[config.mk]
export PLATFORM = sky130hd
export DESIGN_NAME = seq_multiplier
export DESIGN_NICKNAME = d
export VERILOG_FILES = /design/src/rtl/seq_multiplier.sv
export SDC_FILE = /design/constraint.sdc
export NUM_CORES = 1
export LEC_CHECK = 0
export ABC_CLOCK_PERIOD_IN_PS = 5600
export BUFFER_PORTS_ARGS = -buffer_cell sky130_fd_sc_hd__buf_2
export CAP_MARGIN = 20
export CORE_MARGIN = 1
export CORE_UTILIZATION = 44
export CTS_BUF_LIST = sky130_fd_sc_hd__clkbuf_16
export CTS_CLUSTER_SIZE = 12
export DETAILED_ROUTE_END_ITERATION = 8
export MAX_ROUTING_LAYER = met4
export SLEW_MARGIN = 20
export SYNTH_ARGS = -nofsm -noshare
export SYNTH_HDL_FRONTEND = slang
export SYNTH_SLANG_ARGS = --single-unit
[constraint.sdc]
create_clock -name clk -period 5.6 [get_ports clk]
set_input_delay 0.56 -clock clk [delete_from_list [all_inputs] [get_ports clk]]
set_output_delay 0.56 -clock clk [all_outputs]
set_load 0.05 [all_outputs]
[src/rtl/seq_multiplier.sv]
// Iterative shift-add multiplier producing a 2*WIDTH-bit two's complement product.
// Optional MULT_SIGNED_SEL_EN adds an is_signed input selecting signed (MULT) or unsigned (MULTU).
module seq_multiplier #(
  parameter int WIDTH = 32
) (
  input  logic                 clk,
  input  logic                 reset_n,
  input  logic                 start,
  input  logic [WIDTH-1:0]     multiplicand,
  input  logic [WIDTH-1:0]     multiplier,
`ifdef MULT_SIGNED_SEL_EN
  input  logic                 is_signed,
`endif
  output logic                 busy,
  output logic                 done,
  output logic [2*WIDTH-1:0]   product
);

  localparam int CW = $clog2(WIDTH + 1);

  typedef enum logic [1:0] {
    S_IDLE = 2'd0,
    S_CALC = 2'd1,
    S_DONE = 2'd2
  } state_t;

  state_t               state_q, state_d;
  logic [WIDTH-1:0]     mcand_q, mcand_d;
  logic [WIDTH-1:0]     acc_q, acc_d;
  logic [WIDTH-1:0]     mplr_q, mplr_d;
  logic                 sign_q, sign_d;
  logic [CW-1:0]        cnt_q, cnt_d;
  logic [2*WIDTH-1:0]   product_q, product_d;

  logic                 signed_op;
  logic                 a_neg, b_neg;
  logic [WIDTH-1:0]     a_mag, b_mag;
  logic [WIDTH:0]       sum;
  logic [2*WIDTH-1:0]   raw;

`ifdef MULT_SIGNED_SEL_EN
  assign signed_op = is_signed;
`else
  assign signed_op = 1'b1;
`endif

  // Magnitude of the most-negative value is 2^(WIDTH-1), which still fits unsigned.
  always_comb begin
    a_neg = signed_op & multiplicand[WIDTH-1];
    b_neg = signed_op & multiplier[WIDTH-1];
    a_mag = a_neg ? (~multiplicand + WIDTH'(1)) : multiplicand;
    b_mag = b_neg ? (~multiplier + WIDTH'(1)) : multiplier;
    sum   = {1'b0, acc_q} + (mplr_q[0] ? {1'b0, mcand_q} : {(WIDTH+1){1'b0}});
    raw   = {acc_q, mplr_q};
  end

  always_ff @(posedge clk or negedge reset_n) begin
    if (!reset_n) begin
      state_q   <= S_IDLE;
      mcand_q   <= '0;
      acc_q     <= '0;
      mplr_q    <= '0;
      sign_q    <= 1'b0;
      cnt_q     <= '0;
      product_q <= '0;
    end else begin
      state_q   <= state_d;
      mcand_q   <= mcand_d;
      acc_q     <= acc_d;
      mplr_q    <= mplr_d;
      sign_q    <= sign_d;
      cnt_q     <= cnt_d;
      product_q <= product_d;
    end
  end

  always_comb begin
    state_d = state_q;
    case (state_q)
      S_IDLE:  if (start) state_d = S_CALC;
      S_CALC:  if (cnt_q == '0) state_d = S_DONE;
      S_DONE:  state_d = S_IDLE;
      default: state_d = S_IDLE;
    endcase
  end

  // CALC runs WIDTH shift-add steps, then one extra edge registers the signed result.
  always_comb begin
    mcand_d   = mcand_q;
    acc_d     = acc_q;
    mplr_d    = mplr_q;
    sign_d    = sign_q;
    cnt_d     = cnt_q;
    product_d = product_q;
    case (state_q)
      S_IDLE: begin
        if (start) begin
          mcand_d = a_mag;
          mplr_d  = b_mag;
          sign_d  = a_neg ^ b_neg;
          acc_d   = '0;
          cnt_d   = CW'(WIDTH);
        end
      end
      S_CALC: begin
        if (cnt_q != '0) begin
          acc_d  = sum[WIDTH:1];
          mplr_d = {sum[0], mplr_q[WIDTH-1:1]};
          cnt_d  = cnt_q - CW'(1);
        end else begin
          product_d = sign_q ? (~raw + (2*WIDTH)'(1)) : raw;
        end
      end
      default: ;
    endcase
  end

  always_comb begin
    busy    = (state_q != S_IDLE);
    done    = (state_q == S_DONE);
    product = product_q;
  end

endmodule
==> impl_results.md <==
* MaxCap Viol Count at 0
* First-pass GRT wire length at about 48000 µm
* R2R setup slack at between 1.5 and 2 ns
* Routed Antenna Nets at 0
* Power Dens Cells at about 610 nW/µm²
* Seq cells post-synth at around 170
* Post-CTS sizing at 0
* Starting Density at 44.8%
* Hold Crit Class: input port to async pin
* Ys async rst share at 100%
* CTS tree: yes
* Post-layout net count at around 1500
* CP max stage delay at around 0.90 ns
* Cells along the critical path: and2_1 > ha_1 > inv_1 > fa_1 > nand2b_1 > a21o_1 > a21oi_1 > o21a_1 > o21ai_0 > and4b_1 > or3_1
* Max-slew violations at 0
* Ant. Diodes at 0
* Area of the multi-input gates at 6330 µm²
* Worst R2R End: acc_q[29]
* GRT Util Overall at around 25%
* Final WS setup at approximately 2.0 ns
* Hold Buf Count CTS at 0
* Average cell area after synthesis at approximately 8.5 µm²
* Synth Instances at 1282
* Peak Freq at approximately 280 MHz
* Core area at roughly 24000 µm²
* Via count at roughly 9600
* DR pass1 iterations at 6
* Reg2Reg Depth at 11
* CP Class: register to register
* Cell area after layout at between 10000 and 15000 µm²
* Slew @ Worst Pin at roughly 0.85 ns
* Fill count at 2398
* Post-CTS setup buffer count at 0
* Crit Path Max Fanout at 36
* Yosys synthesis warning count at 0
* Slowest cell on crit path: dfrtp_1
* Placed cells at roughly 1700
* H-tree lvl count at 4
* Die Y at approximately 160 µm
* Max transition margin at ~43%
* Status: complete, no violations
* Final WL at approximately 30000 µm
* Iteration-0 DRC Markers at just over 800
* Die Span X at roughly 160 µm
* Worst Setup End Kind: register
* IO Port Bufs at 132
* Total grt overflow at 0
* Synth Net Count at 1387
* # rows at 57
* Peak VDD IR at ~280 µV
* EDFF count, synth at 0
* Leak at 5.58 nW
* Period utilization at roughly 64%
* Drt wl/cell at between 15 and 20 µm
* Ports at between 100 and 150
* Setup Skew at around 0.015 ns
* TNS Setup at 0 ns
* Area grow syn2layout at 13.7%
* Largest net degree at the start of global routing at 130
* WHS at a little under 0.07 ns
* Critical Path End: acc_q[29]
* Critical path required time at roughly 6 ns
* Post-Syn Area at roughly 11000 µm²
* Clock Tree Buf Depth at 2
* R2r startpoint: mplr_q[0]
* Final cell count without fillers at approximately 1700
* Initial antenna violation count at 0
* CTS Buf Count at 17
* DR vias/cell at between 5 and 6
* Kind of start point of the critical path: register
* Layout cells sized above 1 at between 10% and 20%
* Drc violations at 0
* Unrepaired setup endpoints after global routing: false
* Register area share after synthesis at 38.8%
* Post-place instance area at 11800 µm²
* Clock Tree Root: clkbuf_16
* Post-Place Setup Slack at a little over 2 ns
* Worst EP arrival at between 3 and 4 ns
* Worst Setup SP: mplr_q[0]
* # clock sinks at around 170
* Fin crit period at 3.61 ns
* Die footprint at approximately 25000 µm²
* Reg clk slew, reported paths at roughly 0.070 ns
* Vias in the first global route at 8903
* Final Power at 7.54 mW
* RePlAce Congestion at approximately 0.90
* Setup violations, final at 0
* Hold Fails Final Rpt at 0
* Worst skew pair latency at about 0.44 ns
* Dpl hpwl at roughly 22000 µm
* Fin util at 50.9%
* Top_reg_cell synth: dfrtp_1
* Area occupied by registers at 4230 µm²
* Synth unique cells at slightly below 60
==> area by class of cell <==
cell class	count	share of cell area, %
clock buffer	17	3.44
clock inverter	15	1.40
inverter	22	0.667
multi-input combinational	1019	51.1
sequential	169	34.2
tap	324	3.27
timing repair buffer	141	5.96
==> worst min path at each step <==
stage                startpoint           to  depth (start not counted)
floorplan               reset_n     acc_q[0]                          0
global placement    mcand_q[21]  mcand_q[21]                          2
detailed placement  mcand_q[12]  mcand_q[12]                          2
CTS                     reset_n  product[47]                          1
global route            reset_n  product[49]                          1
finish                  reset_n  product[51]                          1
==> where the power goes <==
group          total [mW]  switching [mW]  internal, mW
Clock                1.21           0.572         0.640
Sequential           2.42           0.635          1.79
Combinational        3.91            2.63          1.28
Total                7.54            3.83          3.71
==> layer usage <==
metal / global-route usage (%) / routed length, µm / vias up
li1: - / - / 4799
met5: - / 0 / -
met2: 34.0 / 12200 / 234
met1: 37.6 / 15600 / 4523
met4: 7.08 / 405 / 0
met3: 3.00 / 1280 / 26
==> worst max-delay path: cells and delay by family, from the launching register on <==
kind | cells | cell delay, ns
AND/OR/NAND/NOR | 4 | 1.05
flip-flops | 1 | 0.90
adder cells (fa/ha/maj) | 2 | 0.57
AO/OA/AOI/OAI | 4 | 0.89
buffers and inverters | 1 | 0.07
==> cell usage after synthesis (all sizes together), types with 18 or more instances <==
| library cell | count | area (µm²) |
|---|---|---|
| nor2 | 68 | 255 |
| or4 | 18 | 143 |
| clkbuf | 65 | 244 |
| a22oi | 22 | 165 |
| dfrtp | 169 | 4230 |
| o31ai | 31 | 233 |
| a21oi | 47 | 235 |
| and2 | 34 | 213 |
| o41ai | 23 | 209 |
| nand3 | 37 | 185 |
| o21ai | 211 | 1060 |
| xnor2 | 20 | 175 |
| inv | 22 | 82.6 |
| nand2 | 179 | 672 |
| ha | 37 | 463 |
| xor2 | 124 | 1090 |
==> layout by cell type (no fill, tap or decap), drive strengths merged, types with 3 or more instances in the layout <==
master	instances
a211oi	6
clkinv	3
xor2	124
inv	31
a21oi	47
nor2	68
o21bai	4
dfrtp	169
o31ai	31
clkbuf	17
or4	18
a22oi	22
xnor2	20
nand2b	6
buf	141
nor4	17
and2	34
nand3	37
or3	15
nand4	14
or2	9
o41ai	23
a31oi	7
nor3	16
mux2i	8
a222oi	5
o21a	3
ha	37
o21ai	211
and3	8
nand2	179
nor2b	6
a21boi	4
o211ai	5
o221ai	4
nand3b	4
a21o	9
==> state kept, by name, summed over array words and instances (netlist names) <==
signal	flops
sign_q	1
state_q	2
mplr_q	32
product	64
mcand_q	32
cnt_q	6
acc_q	32
==> kinds of logic (layout without fill, tap and decap cells) <==
family                     after synthesis  in the layout  share of synthesized area (%)
muxes                                    8              8                          0.735
xor gates and xnor gates               144            144                           11.6
adders and majority gates               38             38                           4.43
buffers and inverters                   94            195                           3.25
DFF                                    169            169                           38.8
AOI/OAI and AO/OA                      392            392                           21.7
and+or+nand+nor                        437            437                           19.5
Power figures use the tool's default switching activity.
